--- config.mk ---
export PLATFORM = sky130hd
export DESIGN_NAME = m_mem_access
export DESIGN_NICKNAME = d
export VERILOG_FILES = /design/src/rtl/m_mem_access.sv
export SDC_FILE = /design/constraint.sdc
export NUM_CORES = 1
export LEC_CHECK = 0
export ABC_AREA = 1
export BUFFER_PORTS_ARGS = -buffer_cell sky130_fd_sc_hd__buf_4
export CORE_ASPECT_RATIO = 0.8
export CORE_MARGIN = 4
export CORE_UTILIZATION = 30
export DETAILED_ROUTE_END_ITERATION = 6
export PLACE_DENSITY = 0.55
export SYNTH_ARGS = -nofsm -noshare
export SYNTH_HDL_FRONTEND = slang
export SYNTH_SLANG_ARGS = --single-unit
--- constraint.sdc ---
create_clock -name clk -period 9.9 [get_ports clk]
set_input_delay 0.99 -clock clk [delete_from_list [all_inputs] [get_ports clk]]
set_output_delay 0.99 -clock clk [all_outputs]
set_load 0.01 [all_outputs]
--- src/rtl/m_mem_access.sv ---
// ============================================================================
// m_mem_access
// ----------------------------------------------------------------------------
// Memory-stage consumer of the EX/MEM pipeline register. It decodes the
// latched instruction and issues one registered request per load or store to
// a data memory over a req/ack handshake. It returns extended load data to
// the write-back stage.
//
// The stall output freezes the EX/MEM register and every earlier stage. A
// memory op therefore occupies this stage for IDLE -> BUSY (one or more
// cycles) -> DONE. A non-memory op passes through in a single cycle.
//
// Ports:
//   clk          rising-edge clock
//   reset        asynchronous, active-high; returns the FSM to IDLE at once
//   instr        instruction held in the EX/MEM register
//   ao           ALU output, which is the effective byte address
//   rd2          forwarded store data
//   stall        1 = hold EX/MEM and the upstream stages
//   mem_req      registered request strobe to the data memory
//   mem_we       1 = store, 0 = load (meaningful while mem_req = 1)
//   mem_addr     word-aligned request address
//   mem_byteen   store byte lanes
//   mem_wdata    lane-replicated store data
//   mem_ack      memory completion; mem_rdata is valid in the same cycle
//   mem_rdata    word read data
//   ld_data      extended load result (valid while ld_valid = 1)
//   ld_valid     one-cycle pulse in DONE for loads
//   adel         combinational load-misalignment flag
//   ades         combinational store-misalignment flag
//   timeout_err  one-cycle pulse in DONE when no ack arrived in time
//
// Parameter:
//   TIMEOUT_CYCLES  number of BUSY cycles without mem_ack before the access
//                   is abandoned (must be >= 2)
// ============================================================================
module m_mem_access #(
    parameter int TIMEOUT_CYCLES = 256
) (
    input  logic        clk,
    input  logic        reset,
    input  logic [31:0] instr,
    input  logic [31:0] ao,
    input  logic [31:0] rd2,
    output logic        stall,
    output logic        mem_req,
    output logic        mem_we,
    output logic [31:0] mem_addr,
    output logic [3:0]  mem_byteen,
    output logic [31:0] mem_wdata,
    input  logic        mem_ack,
    input  logic [31:0] mem_rdata,
    output logic [31:0] ld_data,
    output logic        ld_valid,
    output logic        adel,
    output logic        ades,
    output logic        timeout_err
);

    // ------------------------------------------------------------------------
    // Constants
    // ------------------------------------------------------------------------
    localparam logic [5:0] OP_LW  = 6'b100011;
    localparam logic [5:0] OP_LB  = 6'b100000;
    localparam logic [5:0] OP_LBU = 6'b100100;
    localparam logic [5:0] OP_LH  = 6'b100001;
    localparam logic [5:0] OP_LHU = 6'b100101;
    localparam logic [5:0] OP_SW  = 6'b101011;
    localparam logic [5:0] OP_SB  = 6'b101000;
    localparam logic [5:0] OP_SH  = 6'b101001;

    localparam int              CNT_W   = (TIMEOUT_CYCLES > 2) ? $clog2(TIMEOUT_CYCLES) : 1;
    localparam logic [CNT_W-1:0] CNT_MAX = CNT_W'(TIMEOUT_CYCLES - 1);

    typedef enum logic [1:0] {
        IDLE = 2'd0,
        BUSY = 2'd1,
        DONE = 2'd2
    } state_t;

    state_t state_reg;
    state_t state_next;

    // ------------------------------------------------------------------------
    // Decode of the current EX/MEM instruction
    // ------------------------------------------------------------------------
    logic [5:0] opcode;
    logic       is_load;
    logic       is_store;
    logic       is_half;
    logic       is_word;
    logic       go;
    logic       unused_instr;

    assign opcode = instr[31:26];

    // Only the opcode field matters here; the remaining instruction bits
    // are reduced into a sink signal so that they are not left dangling.
    assign unused_instr = ^instr[25:0];

    assign is_load  = (opcode == OP_LW) || (opcode == OP_LB) || (opcode == OP_LBU) ||
                      (opcode == OP_LH) || (opcode == OP_LHU);
    assign is_store = (opcode == OP_SW) || (opcode == OP_SB) || (opcode == OP_SH);
    assign is_half  = (opcode == OP_LH) || (opcode == OP_LHU) || (opcode == OP_SH);
    assign is_word  = (opcode == OP_LW) || (opcode == OP_SW);

    // Halfwords need bit 0 clear. Words need both low bits clear. Bytes can
    // never be misaligned.
    assign adel = is_load  && ((is_half && ao[0]) || (is_word && (ao[1:0] != 2'b00)));
    assign ades = is_store && ((is_half && ao[0]) || (is_word && (ao[1:0] != 2'b00)));
    assign go   = (is_load || is_store) && !adel && !ades;

    // ------------------------------------------------------------------------
    // Store lane steering (computed from the live instruction and captured on
    // the IDLE -> BUSY edge)
    // ------------------------------------------------------------------------
    logic [3:0]  lane_hit;
    logic [3:0]  byteen_next;
    logic [31:0] wdata_next;

    genvar gi;
    generate
        for (gi = 0; gi < 4; gi++) begin : g_store_lane
            assign lane_hit[gi] = (ao[1:0] == 2'(gi));
        end
    endgenerate

    always_comb begin
        byteen_next = 4'b0000;
        wdata_next  = 32'h0;
        case (opcode)
            OP_SB: begin
                byteen_next = lane_hit;
                wdata_next  = {4{rd2[7:0]}};
            end
            OP_SH: begin
                byteen_next = ao[1] ? 4'b1100 : 4'b0011;
                wdata_next  = {2{rd2[15:0]}};
            end
            OP_SW: begin
                byteen_next = 4'b1111;
                wdata_next  = rd2;
            end
            default: begin
                byteen_next = 4'b0000;
                wdata_next  = 32'h0;
            end
        endcase
    end

    // ------------------------------------------------------------------------
    // Registered request and access context
    // ------------------------------------------------------------------------
    logic             mem_req_reg;
    logic             mem_we_reg;
    logic [31:0]      mem_addr_reg;
    logic [3:0]       mem_byteen_reg;
    logic [31:0]      mem_wdata_reg;
    logic [31:0]      ld_data_reg;
    logic             ld_valid_reg;
    logic             timeout_err_reg;
    logic [CNT_W-1:0] cnt_reg;
    logic [5:0]       op_reg;      // opcode of the access in flight
    logic [1:0]       off_reg;     // byte offset of the access in flight

    // The extension uses the registered opcode and offset. The EX/MEM
    // contents are not consulted once the request has been launched.
    logic [7:0]  rdata_byte [4];
    logic [7:0]  sel_byte;
    logic [15:0] sel_half;
    logic [31:0] ld_ext;
    logic        load_in_flight;

    generate
        for (gi = 0; gi < 4; gi++) begin : g_load_lane
            assign rdata_byte[gi] = mem_rdata[8*gi +: 8];
        end
    endgenerate

    assign sel_byte       = rdata_byte[off_reg];
    assign sel_half       = off_reg[1] ? mem_rdata[31:16] : mem_rdata[15:0];
    assign load_in_flight = !mem_we_reg;

    always_comb begin
        ld_ext = mem_rdata;
        case (op_reg)
            OP_LB:   ld_ext = {{24{sel_byte[7]}}, sel_byte};
            OP_LBU:  ld_ext = {24'h0, sel_byte};
            OP_LH:   ld_ext = {{16{sel_half[15]}}, sel_half};
            OP_LHU:  ld_ext = {16'h0, sel_half};
            default: ld_ext = mem_rdata;
        endcase
    end

    // BUSY-cycle events
    logic busy_ack;
    logic busy_timeout;

    assign busy_ack     = (state_reg == BUSY) && mem_ack;
    assign busy_timeout = (state_reg == BUSY) && !mem_ack && (cnt_reg == CNT_MAX);

    // ------------------------------------------------------------------------
    // FSM: state register
    // ------------------------------------------------------------------------
    always_ff @(posedge clk or posedge reset) begin
        if (reset) begin
            state_reg <= IDLE;
        end else begin
            state_reg <= state_next;
        end
    end

    // ------------------------------------------------------------------------
    // FSM: next-state logic
    // ------------------------------------------------------------------------
    always_comb begin
        state_next = state_reg;
        case (state_reg)
            IDLE:    state_next = go ? BUSY : IDLE;
            BUSY:    state_next = (busy_ack || busy_timeout) ? DONE : BUSY;
            DONE:    state_next = IDLE;
            default: state_next = IDLE;
        endcase
    end

    // ------------------------------------------------------------------------
    // FSM: output logic
    // ------------------------------------------------------------------------
    // The stall is forced low while reset is held. An access that is
    // abandoned by reset then releases the pipeline before the next edge,
    // even if the EX/MEM register still holds a memory op.
    always_comb begin
        stall = 1'b0;
        if (!reset) begin
            case (state_reg)
                IDLE:    stall = go;
                BUSY:    stall = 1'b1;
                default: stall = 1'b0;
            endcase
        end
    end

    // ------------------------------------------------------------------------
    // Datapath registers
    // ------------------------------------------------------------------------
    always_ff @(posedge clk or posedge reset) begin
        if (reset) begin
            mem_req_reg     <= 1'b0;
            mem_we_reg      <= 1'b0;
            mem_addr_reg    <= 32'h0;
            mem_byteen_reg  <= 4'b0000;
            mem_wdata_reg   <= 32'h0;
            ld_data_reg     <= 32'h0;
            ld_valid_reg    <= 1'b0;
            timeout_err_reg <= 1'b0;
            cnt_reg         <= '0;
            op_reg          <= 6'h0;
            off_reg         <= 2'b00;
        end else begin
            case (state_reg)
                IDLE: begin
                    ld_valid_reg    <= 1'b0;
                    timeout_err_reg <= 1'b0;
                    if (go) begin
                        mem_req_reg    <= 1'b1;
                        mem_we_reg     <= is_store;
                        mem_addr_reg   <= {ao[31:2], 2'b00};
                        mem_byteen_reg <= byteen_next;
                        mem_wdata_reg  <= wdata_next;
                        op_reg         <= opcode;
                        off_reg        <= ao[1:0];
                        cnt_reg        <= '0;
                    end
                end
                BUSY: begin
                    cnt_reg <= cnt_reg + CNT_W'(1);
                    if (busy_ack) begin
                        mem_req_reg <= 1'b0;
                        if (load_in_flight) begin
                            ld_data_reg  <= ld_ext;
                            ld_valid_reg <= 1'b1;
                        end
                    end else if (busy_timeout) begin
                        // The access is abandoned and a load returns zero.
                        mem_req_reg     <= 1'b0;
                        timeout_err_reg <= 1'b1;
                        ld_data_reg     <= 32'h0;
                        ld_valid_reg    <= load_in_flight;
                    end
                end
                DONE: begin
                    // These are single-cycle pulses, cleared on the way back
                    // to IDLE.
                    ld_valid_reg    <= 1'b0;
                    timeout_err_reg <= 1'b0;
                end
                default: begin
                    mem_req_reg     <= 1'b0;
                    ld_valid_reg    <= 1'b0;
                    timeout_err_reg <= 1'b0;
                end
            endcase
        end
    end

    // ------------------------------------------------------------------------
    // Output mapping
    // ------------------------------------------------------------------------
    assign mem_req     = mem_req_reg;
    assign mem_we      = mem_we_reg;
    assign mem_addr    = mem_addr_reg;
    assign mem_byteen  = mem_byteen_reg;
    assign mem_wdata   = mem_wdata_reg;
    assign ld_data     = ld_data_reg;
    assign ld_valid    = ld_valid_reg;
    assign timeout_err = timeout_err_reg;

endmodule

==> out/qor.txt <==
Filler cells: 2158
CTS buffer count: 17
TritonCTS clock tree: built
FF-to-FF Start: state_reg[1]$_DFF_PP0_
Placed Cells: 1280
R2R setup slack: 7.19 ns
first-pass GRT wire length: 30800 microns
Layout Skew: 0.00747 ns
crit path capture: stall
max_cap viols: 0
Worst Setup SP: instr[30]
I/O pin total: 238
Top FF cell, synth: dfrtp_1
fmax: 296 MHz
WL/cell: 14.9 microns
critical-path maximum fanout: 9
placer congestion estimate: 0.830
pin count of the biggest net entering global routing: 71
RSZ-0062 raised after global routing: no
Final period util: 0.341
post-synthesis sequential area ratio: 0.478
Post-DRT Antenna Nets: 0
FF+latch count, synth: 120
CTS resizes: 0
vias in the first global route: 5753
Die Y-Extent: 137 microns
Worst slew margin: 0.412
via count: 5990
total clock sinks: 120
total setup buffers inserted after CTS: 0
Post-Syn Area: 0.00628 sq mm
FFs w/ async S/R, synth: 1.00
Post-CTS Hold Buffers: 0
final wirelength: 19600 microns
Die W: 170 microns
cells on worst reg2reg path: 9
class of the worst hold path: register to register
Synth top area share: 0.478
GR Overflow Total: 0
Reg clk slew, reported paths: 0.06 ns
endpoints failing setup: 0
Die ar.: 0.0233 sq mm
Area Growth Syn to Fin: 36.6%
Setup WS pre-CTS: 6.49 ns
# rows: 47
non-filler instance count after layout: 1311
clock tree buffer depth: 2
1st-iter DRT viols: 395
Pwr Total: 1.72 mW
post-synth cell types: 33
Yosys Warn Count: 0
critical path required time: 8.91 ns
total negative slack: 0 ns
Slew Viols, Final: 0
Cell Pwr Density: 200 mW/mm^2
IO buf count: 209
core area: 0.0206 sq mm
layout cells sized above 1: 0.284
Worst-Margin Slew: 0.882 ns
drt pass-1 iters: 5
n_diodes: 0
Mean Syn Cell Area: 7.48 sq um
Avg Vias per Cell: 4.57
post-synthesis cell count: 839
Final #Nets: 1162
Critical Path End Type: primary output
Max VDD drop: 101 uV
Worst Hold Slack: 0.471 ns
initial antenna violation count: 0
final setup margin: 6.52 ns
reg2reg end: ld_data[19]$_DFFE_PP0P_
Post-synth EDFFs: 0
CTS root buf: clkbuf_16
Initial Util: 0.304
drt drc: 0
outcome: complete, no violations
Tmin final: 3.38 ns
post-DP HPWL: 13900 microns
Setup CP Type: input port to primary output
gr usage total: 0.166
area leader, netlist: dfrtp_1
top cells by area, synth: dfrtp_1 48%, nand2_1 20%, nand3_1 9.9%, inv_1 2.8%, nor2_1 2.5%
crit start category: input port
WP data arrival: 2.39 ns
Leak: 4.81 nW
clk_lat worst skew: 0.41 ns
H-tree depth: 4
hold violation count in the final report: 0
[synthesized netlist by cell type, types with 3 or more instances]
library cell  count
buf_6             8
nand3_1         124
buf_2            10
nand2_2          25
clkbuf_1         11
dfrtp_1         120
o21ai_0          24
nand2_1         340
o211ai_1          6
buf_4            10
inv_1            47
a21oi_1          29
o31ai_1           3
inv_2            10
nor2_4            6
nand3_2           3
nand4_1           3
nor2_1           42
[power breakdown]
group          switching, mW  internal [mW]
combinational          0.249          0.179
sequential            0.0643          0.569
clock                  0.232          0.425
total                  0.545           1.17
[worst max-delay path, cell delays in order]
cell	delay, ns
buf_4	0.13
nor2_4	0.21
o211ai_4	0.14
nand2_1	0.17
nand3_1	0.36
a21oi_1	0.25
buf_4	0.14
[worst min path at each step]
stage,slack [ns],startpoint,endpoint,depth (start not counted)
final,0.47,mem_wdata[26]$_DFFE_PP0P_,mem_wdata[26]$_DFFE_PP0P_,2
after global placement,0.46,mem_addr[9]$_DFFE_PP0P_,mem_addr[9]$_DFFE_PP0P_,2
after global routing,0.49,mem_addr[25]$_DFFE_PP0P_,mem_addr[25]$_DFFE_PP0P_,2
after detailed placement,0.46,mem_wdata[23]$_DFFE_PP0P_,mem_wdata[23]$_DFFE_PP0P_,2
after floorplan,0.44,op_reg[2]$_DFFE_PP0P_,op_reg[2]$_DFFE_PP0P_,2
after CTS,0.48,mem_addr[23]$_DFFE_PP0P_,mem_addr[23]$_DFFE_PP0P_,2
[layout by cell type (no fill, tap or decap)]
| cell | count |
|---|---|
| nand2_1 | 340 |
| buf_4 | 212 |
| nand3_1 | 124 |
| dfrtp_1 | 120 |
| inv_1 | 46 |
| nor2_1 | 42 |
| a21oi_1 | 29 |
| nand2_2 | 25 |
| o21ai_0 | 24 |
| clkbuf_16 | 17 |
| inv_2 | 10 |
| nor2_4 | 6 |
| o211ai_1 | 6 |
| clkinv_2 | 4 |
| clkinvlp_4 | 4 |
| bufinv_16 | 4 |
| nand3_2 | 3 |
| nand4_1 | 3 |
| o31ai_1 | 3 |
| nor3_1 | 2 |
| nor2_2 | 2 |
| conb_1 | 2 |
| nand2_4 | 1 |
| inv_6 | 1 |
| o21ai_1 | 1 |
| o211ai_4 | 1 |
| nand4_4 | 1 |
| nor3_4 | 1 |
| clkinv_1 | 1 |
| inv_4 | 1 |
| or2_2 | 1 |
| o21bai_1 | 1 |
| a21o_1 | 1 |
| ha_1 | 1 |
| clkinv_4 | 1 |
| clkbuf_8 | 1 |
[metrics by stage]
stage	util	area (sq um)
2_1_floorplan	-	6280
3_5_place_dp	0.386	7960
3_3_place_gp	0.386	7960
5_1_grt	0.416	8580
6_report	0.416	8580
4_1_cts	0.416	8580
[logic make-up after synthesis]
kind of cell,after synthesis,share of synthesized area
AND/OR/NAND/NOR,551,0.382
flip-flops,120,0.478
buffers and inverters,100,0.0781
AO/OA/AOI/OAI,66,0.0596
adder cells (fa/ha/maj),1,0.00199
other,1,0.000597
[area by class of cell]
type / instances / area (sq um) / area share
clock buffers: 18 / 439 / 0.0512
clock inverters: 13 / 179 / 0.0209
inverters: 59 / 229 / 0.0267
multi-input cells: 620 / 2800 / 0.326
flip-flops and latches: 120 / 3000 / 0.350
well taps: 269 / 337 / 0.0392
repair buffers: 212 / 1590 / 0.186
[routing by layer]
metal,vias up,global-route usage,share of wire
met5,-,0,0
met1,2741,0.236,0.48
met2,191,0.236,0.43
li1,3045,-,-
met3,13,0.0648,0.086
met4,0,0.0425,0.0096
Note: power is estimated with default switching activity, not from simulation.
